## config.mk

```make
export PLATFORM = sky130hd
export DESIGN_NAME = wb_port_arbiter
export DESIGN_NICKNAME = d
export VERILOG_FILES = /design/src/rtl/rv32_pkg.sv /design/src/rtl/wb_arb_age_ctr.sv /design/src/rtl/wb_port_arbiter.sv
export SDC_FILE = /design/constraint.sdc
export NUM_CORES = 1
export LEC_CHECK = 0
export ABC_AREA = 0
export CAP_MARGIN = 40
export CORE_MARGIN = 2
export CORE_UTILIZATION = 44
export CTS_CLUSTER_SIZE = 16
export DETAILED_ROUTE_END_ITERATION = 8
export GPL_TIMING_DRIVEN = 0
export PLACE_DENSITY = 0.87
export SLEW_MARGIN = 20
export SYNTH_ARGS = -nofsm -noshare
export SYNTH_HDL_FRONTEND = slang
export SYNTH_HIERARCHICAL = 1
export SYNTH_SLANG_ARGS = --single-unit
```

## constraint.sdc

```tcl
create_clock -name clk_i -period 6.8 [get_ports clk_i]
set_clock_uncertainty 0.2 [all_clocks]
set_input_delay 1.36 -clock clk_i [delete_from_list [all_inputs] [get_ports clk_i]]
set_output_delay 1.36 -clock clk_i [all_outputs]
set_load 0.03 [all_outputs]
```

## src/rtl/rv32_pkg.sv

```systemverilog
// Core-wide constants shared by the RV32 pipeline blocks.
package rv32_pkg;

    localparam int unsigned DATA_W        = 32;
    localparam int unsigned RF_ADDR_WIDTH = 5;

    // Writeback producer indices; lower index wins on a plain priority pick.
    localparam int unsigned WB_SRC_ALU = 0;
    localparam int unsigned WB_SRC_LSU = 1;
    localparam int unsigned WB_SRC_MDU = 2;
    localparam int unsigned WB_NUM_SRC = 3;

endpackage

```

## src/rtl/wb_arb_age_ctr.sv

```systemverilog
// Per-source wait counter for the writeback arbiter; flags a source as starved
// once it has waited STARVE_LIMIT unstalled cycles.
module wb_arb_age_ctr #(
    parameter int unsigned STARVE_LIMIT = 4,
    parameter int unsigned AGE_W        = $clog2(STARVE_LIMIT + 1)
) (
    input  logic             clk_i,
    input  logic             rst_ni,
    input  logic             valid_i,
    input  logic             grant_i,
    input  logic             stall_i,
    input  logic             flush_i,
    output logic [AGE_W-1:0] age_o,
    output logic             starved_o
);

    localparam logic [AGE_W-1:0] LIMIT = AGE_W'(STARVE_LIMIT);

    logic [AGE_W-1:0] age_q, age_d;

    // Flush beats stall so a flushed pipeline never carries stale ages.
    always_comb begin
        age_d = age_q;
        if (flush_i) begin
            age_d = '0;
        end else if (!stall_i) begin
            if (!valid_i || grant_i) begin
                age_d = '0;
            end else if (age_q != LIMIT) begin
                age_d = age_q + 1'b1;
            end
        end
    end

    always_ff @(posedge clk_i or negedge rst_ni) begin
        if (!rst_ni) begin
            age_q <= '0;
        end else begin
            age_q <= age_d;
        end
    end

    assign age_o     = age_q;
    assign starved_o = (age_q == LIMIT);

endmodule

```

## src/rtl/wb_port_arbiter.sv

```systemverilog
// Shares the single RF write port among the writeback producers: fixed priority
// with starvation promotion, registered write, and a contention counter.
module wb_port_arbiter #(
    parameter int unsigned NUM_SRC      = rv32_pkg::WB_NUM_SRC,
    parameter int unsigned DATA_W       = rv32_pkg::DATA_W,
    parameter int unsigned ADDR_W       = rv32_pkg::RF_ADDR_WIDTH,
    parameter int unsigned STARVE_LIMIT = 4
) (
    input  logic                       clk_i,
    input  logic                       rst_ni,
    input  logic                       flush_i,
    input  logic                       stall_i,
    input  logic [NUM_SRC-1:0]         src_valid_i,
    output logic [NUM_SRC-1:0]         src_ready_o,
    input  logic [NUM_SRC*ADDR_W-1:0]  src_addr_i,
    input  logic [NUM_SRC*DATA_W-1:0]  src_data_i,
    output logic                       rf_we_o,
    output logic [ADDR_W-1:0]          rf_waddr_o,
    output logic [DATA_W-1:0]          rf_wdata_o,
    output logic [$clog2(NUM_SRC)-1:0] rf_src_o,
    output logic [15:0]                conflict_cnt_o
);
    import rv32_pkg::*;

    localparam int unsigned SRC_W = $clog2(NUM_SRC);
    localparam int unsigned AGE_W = $clog2(STARVE_LIMIT + 1);

    logic [NUM_SRC-1:0]            starved;
    logic [NUM_SRC-1:0]            cand;
    logic [NUM_SRC-1:0]            grant;
    logic [NUM_SRC-1:0][AGE_W-1:0] age;
    logic                          any_grant;
    logic [SRC_W-1:0]              sel_idx;
    logic [ADDR_W-1:0]             sel_addr;
    logic [DATA_W-1:0]             sel_data;

    logic              rf_we_q,    rf_we_d;
    logic [ADDR_W-1:0] rf_waddr_q, rf_waddr_d;
    logic [DATA_W-1:0] rf_wdata_q, rf_wdata_d;
    logic [SRC_W-1:0]  rf_src_q,   rf_src_d;
    logic [15:0]       conflict_q, conflict_d;

    for (genvar i = 0; i < NUM_SRC; i++) begin : g_age
        wb_arb_age_ctr #(
            .STARVE_LIMIT (STARVE_LIMIT),
            .AGE_W        (AGE_W)
        ) u_age (
            .clk_i     (clk_i),
            .rst_ni    (rst_ni),
            .valid_i   (src_valid_i[i]),
            .grant_i   (grant[i]),
            .stall_i   (stall_i),
            .flush_i   (flush_i),
            .age_o     (age[i]),
            .starved_o (starved[i])
        );

        a_age_bounded: assert property (@(posedge clk_i) disable iff (!rst_ni)
            age[i] <= AGE_W'(STARVE_LIMIT));
    end

    // Starved requesters form their own class; inside either class lowest index wins.
    always_comb begin
        cand = src_valid_i;
        if (|(starved & src_valid_i)) begin
            cand = starved & src_valid_i;
        end
        grant     = '0;
        any_grant = 1'b0;
        sel_idx   = '0;
        sel_addr  = '0;
        sel_data  = '0;
        for (int i = 0; i < NUM_SRC; i++) begin
            if (cand[i] && !any_grant) begin
                any_grant = 1'b1;
                grant[i]  = 1'b1;
                sel_idx   = SRC_W'(i);
                sel_addr  = src_addr_i[i*ADDR_W +: ADDR_W];
                sel_data  = src_data_i[i*DATA_W +: DATA_W];
            end
        end
        if (stall_i || flush_i) begin
            grant     = '0;
            any_grant = 1'b0;
        end
    end

    assign src_ready_o = grant;

    // x0 writes are consumed but never reach the RF.
    always_comb begin
        rf_we_d    = any_grant && (sel_addr != '0);
        rf_waddr_d = rf_waddr_q;
        rf_wdata_d = rf_wdata_q;
        rf_src_d   = rf_src_q;
        if (any_grant) begin
            rf_waddr_d = sel_addr;
            rf_wdata_d = sel_data;
            rf_src_d   = sel_idx;
        end
        conflict_d = conflict_q;
        if (($countones(src_valid_i) >= 2) && (conflict_q != 16'hFFFF)) begin
            conflict_d = conflict_q + 16'd1;
        end
    end

    always_ff @(posedge clk_i or negedge rst_ni) begin
        if (!rst_ni) begin
            rf_we_q    <= 1'b0;
            rf_waddr_q <= '0;
            rf_wdata_q <= '0;
            rf_src_q   <= '0;
            conflict_q <= '0;
        end else begin
            rf_we_q    <= rf_we_d;
            rf_waddr_q <= rf_waddr_d;
            rf_wdata_q <= rf_wdata_d;
            rf_src_q   <= rf_src_d;
            conflict_q <= conflict_d;
        end
    end

    a_ready_onehot: assert property (@(posedge clk_i) disable iff (!rst_ni)
        $onehot0(src_ready_o));

    assign rf_we_o        = rf_we_q;
    assign rf_waddr_o     = rf_waddr_q;
    assign rf_wdata_o     = rf_wdata_q;
    assign rf_src_o       = rf_src_q;
    assign conflict_cnt_o = conflict_q;

endmodule

```

# Word level (Yosys, flattened, before mapping)
# Cells that the tools add are included.
[word_totals]
regBits = 65
latch_bits = 0
mem_bits_rw = 0
mem_bits_ro = 0
inputBits = 118
output_inout_bits = 59
word_cells = 73
n_memories = 0
[op_classes]
addsub = 6
n_mul = 0
div = 0
n_lt_le_gt_ge = 1
eq_ne = 8
n_shift = 0
mux = 28
n_bitwise = 1
n_reduce_logical = 21
[op_table]
columns = ["cell", "n"]
rows = [
  ["$mux W32", 3],
  ["$mux W3", 14],
  ["$add A16 B1 Y16 const B", 1],
  ["$ne A16 B16 Y1 const B", 1],
  ["$mux W5", 3],
  ["$add A3 B1 Y3 const B", 3],
  ["$eq A3 B3 Y1 const B", 3],
  ["$ne A3 B3 Y1 const B", 3],
  ["$reduce_bool A3 Y1", 3],
  ["$mux W1", 7],
  ["$reduce_and A2 Y1", 3],
  ["$logic_not A1 Y1", 5],
  ["$reduce_bool A5 Y1", 1],
  ["$logic_and A1 B1 Y1", 4],
  ["$logic_or A1 B1 Y1", 4],
  ["$add A2 B1 Y3", 1],
  ["$and A3 B3 Y3", 1],
  ["$ge A3 B2 Y1 const B", 1],
  ["$reduce_or A3 Y1", 1],
  ["$add A1 B1 Y2", 1],
  ["$mux W2", 1],
  ["$ne A2 B2 Y1 const B", 1],
]

# Longest topological paths before layout
# Gate-level depths: netlist (run 1).
[logic_depth]
ltp_word = 16
depth_mapped = 11
depth_no_buf = 9

# By module
# Netlist (run 1), hierarchy kept.
[modules_own_cells]
columns = ["module", "instances", "cells_each", "area_each_um2", "seq_area_each_um2"]
rows = [
  ["wb_port_arbiter", 1, 314, 2957.8, 1401.3],
  ["wb_arb_age_ctr at g_age[1].u_age ...", 2, 22, 197.7, 75.1],
  ["wb_arb_age_ctr at g_age[0].u_age", 1, 22, 193.9, 75.1],
]

# Least setup slack after synthesis (run 1)
# Ideal clock, no wire load.
[synth_timing]
kind = "input to output"
from = "in src_valid_i[2]"
to = "out src_ready_o[1]"
arrival_time_ns = 2.872
t_required_ns = 5.240
slack_ns = 2.368
cell_stages = 4
path_buffers = 1
cell_sequence = "clkbuf_1 -> a21oi_1 -> o21ai_0 -> nor3_1"
[synth_between]
elab_chain_len = 8
[synth_lines]
columns = ["item", "line", "rtl"]
rows = [
  ["from (decl)", "wb_port_arbiter.sv:13", "input logic [NUM_SRC-1:0] src_valid_i,"],
  ["$and A3 B3 Y3 (*)", "wb_port_arbiter.sv:65", "if (|(starved & src_valid_i)) begin"],
  ["$reduce_or A3 Y1 (*)", "wb_port_arbiter.sv:65", ""],
  ["$mux W3 (*)", "wb_port_arbiter.sv:65", ""],
  ["$mux W1", "wb_port_arbiter.sv:74", "if (cand[i] && !any_grant) begin"],
  ["$logic_not A1 Y1", "wb_port_arbiter.sv:74", ""],
  ["$logic_and A1 B1 Y1 (*)", "wb_port_arbiter.sv:74", ""],
  ["$mux W1 (*)", "wb_port_arbiter.sv:74", ""],
  ["$mux W3 (*)", "wb_port_arbiter.sv:82", "if (stall_i || flush_i) begin"],
  ["to (decl)", "wb_port_arbiter.sv:14", "output logic [NUM_SRC-1:0] src_ready_o,"],
]
# Mark *: on every way between the ends. The rest lies on a longest branch, timed or not.

# Worst setup path after layout (run 1)
[layout_timing]
from = "in src_valid_i[2]"
to = "out src_ready_o[0]"
[layout_between]
elab_chain_len = 5
[layout_lines]
columns = ["item", "line"]
rows = [
  ["$and A3 B3 Y3", "wb_port_arbiter.sv:65"],
  ["$reduce_or A3 Y1", "wb_port_arbiter.sv:65"],
  ["$mux W3", "wb_port_arbiter.sv:65"],
  ["$mux W1", "wb_port_arbiter.sv:74"],
  ["$mux W3", "wb_port_arbiter.sv:82"],
]
# Every way passes these cells.

==> impl_metrics.env, run 1 <==
export IMPL_cp_start_kind="input pin"
export IMPL_setup_violations_final=0
export IMPL_r2r_cells=10
export IMPL_clk_pin_slew_ps=70
export IMPL_postCtsHoldBufs=0
export IMPL_vdd_ir_drop_max_uv=112
export IMPL_yosys_warnings=6
export IMPL_grt_pass1_vias=3631
export IMPL_power_frac_comb=0.377
export IMPL_start_util=0.457
export IMPL_syn_num_nets=506
export IMPL_cellLeakagePower_nw=2.28
export IMPL_critPathKind="in2out"
export IMPL_dr_first_iter_drc_count=183
export IMPL_grt_pass1_wl_um=18400
export IMPL_internal_power_w=0.000828
export IMPL_nets=694
export IMPL_required_ps=5240
export IMPL_rsz0062_at_grt="no"
export IMPL_syn_inst=380
export IMPL_fillCellCount=562
export IMPL_fmax_ghz=0.178
export IMPL_swShare=0.359
export IMPL_period_share=0.827
export IMPL_vias=3820
export IMPL_die_width_um=93.8
export IMPL_cts_setup_buffers=0
export IMPL_synth_distinct_cells=50
export IMPL_clkPwrFrac=0.234
export IMPL_netlist_top_cell_by_area="dfrtp_1"
export IMPL_hold_violations=0
export IMPL_synth_area_mm2=0.00355
export IMPL_dieArea_mm2=0.00880
export IMPL_p_sw_w=0.000463
export IMPL_cts_max_level=3
export IMPL_root_buffer="clkbuf_8"
export IMPL_crit_arrival_ps=4060
export IMPL_fin_setup_tns_ps=0
export IMPL_first_pass_iters=4
export IMPL_gp_congestion=0.938
export IMPL_slew_viol_final=0
export IMPL_routedWlPerCell_um=18.0
export IMPL_area_growth_pct=58.9
export IMPL_cts_buffers=9
export IMPL_synthArstFlopShare=1.00
export IMPL_fin_crit_ps=5620
export IMPL_placed_area_mm2=0.00545
export IMPL_rows=32
export IMPL_power_density_mw_per_mm2=229
export IMPL_drive_gt1_frac=0.0803
export IMPL_drc=0
export IMPL_track_usage=0.271
export IMPL_p_seq_frac=0.389
export IMPL_status="completed"
export IMPL_synthFlopType="dfrtp_1"
export IMPL_min_path_cells=1
export IMPL_synth_edf_count=0
export IMPL_regArea_mm2=0.00163
export IMPL_die_h_um=93.8
export IMPL_routed_wl_um=12100
export IMPL_ant_nets=0
export IMPL_cts_resized=0
export IMPL_yosys_top_cells_count="dfrtp_1, nand2_1, nor2_1"
export IMPL_utilization=0.726
export IMPL_syn_avg_cell_area_um2=9.33
export IMPL_grt_max_degree=39
export IMPL_cp_max_fo=10
export IMPL_slew_headroom=0.536
export IMPL_cts_sinks=65
export IMPL_core_region_area_mm2=0.00777
export IMPL_synthTopCellsByArea="dfrtp_1, a22oi_1, a31oi_1, nand2_1, nor2_1"
export IMPL_n_antenna_cell=0
export IMPL_design_area_mm2=0.00564
export IMPL_tightest_slew_ps=692
export IMPL_multi_input_area_mm2=0.00176
export IMPL_pin_count=177
export IMPL_synth_top_area_frac=0.459
export IMPL_avgViaCountPerCell=5.66
export IMPL_hold_path_class="reg2reg"
export IMPL_cap_viol_max_count=0
export IMPL_clkLatencyLatePin_ps=340
export IMPL_grt_overflow_total=0
export IMPL_cp_end_kind="output pin"
export IMPL_tritoncts="built"
export IMPL_seq_area_frac_synth=0.459
export IMPL_place_port_buffers=176
export IMPL_hpwl_um=9420
export IMPL_yosysMostFrequentCell="dfrtp_1"
export IMPL_clockBufferDepth=2
export IMPL_antenna_found_initial=0
export IMPL_synth_seq_cells=65
## routing by layer
layer,share of wire,GRT usage,wire (um),up-vias
li1,-,-,-,1780
met4,0.029,0.0942,350,0
met3,0.062,0.0610,751,23
met2,0.51,0.458,6200,169
met5,0,0,0,-
met1,0.40,0.343,4810,1848
## logic make-up after synthesis
family | count (synthesis) | synth area share
adder cells (fa/ha/maj) | 8 | 0.0282
AND/OR/NAND/NOR | 123 | 0.174
XOR/XNOR | 14 | 0.0346
buffers and inverters | 36 | 0.0462
AO/OA/AOI/OAI | 133 | 0.255
multiplexers | 1 | 0.00317
flip-flops | 65 | 0.459
## power groups by stage
stage	combinational (W)	sequential (W)	clock, W
floorplan	0.000118	0.000628	0
global route	0.000515	0.000513	0.000327
global placement	0.000476	0.000506	0
detailed placement	0.000487	0.000508	0
CTS	0.000488	0.000503	0.000307
finish	0.000486	0.000502	0.000302
## worst paths after layout
check                                         from                       to  slack (ps)
setup / recovery                    src_valid_i[2]           src_ready_o[0]        1180
hold / removal                       rf_waddr_o[0]            rf_waddr_o[0]         290
setup reg to reg           g_age[0].u_age/age_o[0]  g_age[1].u_age/age_o[1]        3640
hold reg to reg                      rf_waddr_o[0]            rf_waddr_o[0]         290
max in group asynchronous                   rst_ni  g_age[1].u_age/age_o[1]        5130
min in group asynchronous                   rst_ni           rf_wdata_o[21]         740
## cells in the final DEF, fill, tap and decap left out, types with 11 or more instances in the layout
cell,synthesis,final
clkbuf_8,0,11
a21oi_1,16,16
clkdlybuf4s50_1,0,175
nand2_1,42,42
a31oi_1,35,35
inv_1,14,14
a22oi_1,36,36
xor2_1,12,12
nor2_1,39,39
dfrtp_1,65,65
## metrics by stage
stage	std cells	setup slack, ps	total power, W	hold WS [ps]
floorplan	380	2370	0.000746	334
global placement	658	1280	0.000982	270
detailed placement	659	1200	0.000996	265
CTS	675	1210	0.00130	295
global route	675	1100	0.00136	309
finish	675	1180	0.00129	293
## flip-flops by register name (all words and copies together), names as in the netlist
register and flops:
rf_wdata_o 32, conflict_cnt_o 16, rf_waddr_o 5, rf_src_o 2
g_age.u_age/age_o 9, rf_we_o 1
## worst max-delay path, stage by stage
cell and delay, ps:
clkdlybuf4s50_1 470, clkbuf_1 220, a22oi_1 490, o21a_1 180, buf_2 180, buf_2 250
and2_1 210, clkdlybuf4s50_1 690
## cell type report
type,count,area share
repair buffers,177,0.316
well taps,102,0.0226
clock inverters,5,0.00533
clock buffers,11,0.0269
flip-flops and latches,65,0.289
multi-input cells,279,0.312
plain buffers,22,0.0198
inverters,14,0.00933
(Power assumes the default switching activity.)
==> inputs of run 2 (changes only) <==
- CORE_UTILIZATION: 44 -> 37
- PLACE_DENSITY: 0.87 -> 0.78
- clock period: 6.8 -> 4.96 ns (I/O delays scaled with it)
==> run 2 against run 1 <==
  * Die area increased by 18%
  * Sequential cell count unchanged
  * Clock power grew 42%
  * Combinational power rose by 37%
  * Via count decreased by 3.0%
  * Sequential share of layout area decreased by 0.20 points
  * Utilization down 11 points
  * Non-clock buffer count unchanged
  * Routed wire length shrank 1.5%
  * Critical endpoint is now src_ready_o[2]
==> impl_metrics.env, run 2 (same netlist as run 1, synthesis figures left out) <==
export IMPL_status="completed"
export IMPL_die_h_um=102
export IMPL_crit_arrival_ps=3600
export IMPL_critical_path_buf_inv_count=3
export IMPL_vias=3705
export IMPL_clk_pin_slew_ps=60
export IMPL_n_antenna_cell=0
export IMPL_cellLeakagePower_nw=2.29
export IMPL_critPathSlowestCell="clkdlybuf4s50_1"
export IMPL_avgViaCountPerCell=5.29
export IMPL_required_ps=3770
export IMPL_dr_first_iter_drc_count=115
export IMPL_grt_pass1_vias=3579
export IMPL_tritoncts="built"
export IMPL_hold_path_class="reg2reg"
export IMPL_grt_overflow_total=0
export IMPL_cts_buffers=9
export IMPL_cp_top_family="buffers and inverters"
export IMPL_root_buffer="clkbuf_8"
export IMPL_grt_pass1_wl_um=18100
export IMPL_fin_setup_tns_ps=0
export IMPL_ant_nets=0
export IMPL_rsz0062_at_grt="no"
export IMPL_nets=694
export IMPL_place_port_buffers=176
export IMPL_routed_wl_um=11900
export IMPL_gp_congestion=0.863
export IMPL_largest_reg_flops=32
export IMPL_clockBufferDepth=2
export IMPL_hold_violations=0
export IMPL_fillCellCount=804
export IMPL_final_cell_mix="clkdlybuf4s50_1, dfrtp_1, nand2_1, nor2_1"
export IMPL_die_width_um=102
export IMPL_cap_viol_max_count=0
export IMPL_drc=0
export IMPL_drive_gt1_frac=0.0787
export IMPL_first_pass_iters=5
export IMPL_area_growth_pct=60.0
export IMPL_rows=35
export IMPL_cp_end_kind="output pin"
export IMPL_cts_max_level=3
export IMPL_slew_headroom=0.500
export IMPL_fmax_ghz=0.209
export IMPL_core_region_area_mm2=0.00928
export IMPL_slew_viol_final=0
export IMPL_tightest_slew_ps=746
export IMPL_cts_sinks=65
export IMPL_pin_count=177
export IMPL_antenna_found_initial=0
export IMPL_track_usage=0.225
export IMPL_crit_chain="clkdlybuf4s50_1, buf_2, a22oi_1, nand3_1, nor3_1, clkdlybuf4s50_1"
export IMPL_vdd_ir_drop_max_uv=181
export IMPL_clkLatencyLatePin_ps=340
export IMPL_period_share=0.967
export IMPL_routedWlPerCell_um=17.0
export IMPL_power_density_mw_per_mm2=314
export IMPL_dieArea_mm2=0.0104
export IMPL_regArea_mm2=0.00163
export IMPL_grt_max_degree=35
export IMPL_start_util=0.382
export IMPL_hpwl_um=9280
export IMPL_setup_violations_final=0
export IMPL_preCtsSetupSlack_ps=114
export IMPL_fin_crit_ps=4790
export IMPL_postCtsHoldBufs=0
export IMPL_setup_slack_ps=166
export IMPL_cp_max_fo=10
export IMPL_critPathKind="in2out"
export IMPL_cp_start_kind="input pin"
export IMPL_cp_common_cell="clkdlybuf4s50_1"
export IMPL_final_common_cell="clkdlybuf4s50_1"
export IMPL_slowest_delay_ps=810
export IMPL_multi_input_area_mm2=0.00177
export IMPL_utilization=0.611
## run 2: worst paths after layout
| check | from | endpoint | slack (ps) | cells after the start |
|---|---|---|---|---|
| min in group asynchronous | rst_ni | rf_wdata_o[20] | 380 | 1 |
| max in group asynchronous | rst_ni | g_age[1].u_age/age_o[1] | 3640 | 2 |
| min | rf_waddr_o[0] | rf_waddr_o[0] | 290 | 1 |
| max reg2reg | g_age[0].u_age/age_o[0] | g_age[1].u_age/age_o[1] | 2060 | 10 |
| max | src_valid_i[1] | src_ready_o[2] | 170 | 6 |
| min reg2reg | rf_waddr_o[0] | rf_waddr_o[0] | 290 | 1 |
## run 2: metrics by stage
stage          cell area [um^2]  cells  power (W)  hold slack (ps)
2_1_floorplan              3550    380    0.00102              334
3_3_place_gp               5470    685    0.00135              261
3_5_place_dp               5490    686    0.00136              269
4_1_cts                    5660    701    0.00180              288
5_1_grt                    5670    701    0.00188              306
6_report                   5670    701    0.00178              288
## run 2: metal layers
metal / wire length [um] / track usage / vias up
met4: 258 / 0.0892 / 0
met1: 5100 / 0.299 / 1804
met5: 0 / 0 / -
met3: 521 / 0.0417 / 18
met2: 6060 / 0.366 / 107
li1: - / - / 1776
## run 2: area by class of cell
type,instances,share of cell area
repair buffers,177,0.314
multi-input cells,279,0.311
flip-flops and latches,65,0.287
well taps,129,0.0284
clock buffers,11,0.0232
plain buffers,22,0.0196
inverters,14,0.00926
clock inverters,4,0.00794
## run 2: what timing repair did
action | CTS | global route
endpoints found under the setup margin | 0 | 2
buffers inserted | 0 | 0
gates resized for setup | 0 | 2
## run 2: report_power, final
group / internal (W) / total, W / switching [W]
combinational: 0.000312 / 0.000667 / 0.000355
clock: 0.000227 / 0.000428 / 0.000201
sequential: 0.000618 / 0.000686 / 0.0000688
total: 0.00116 / 0.00178 / 0.000625
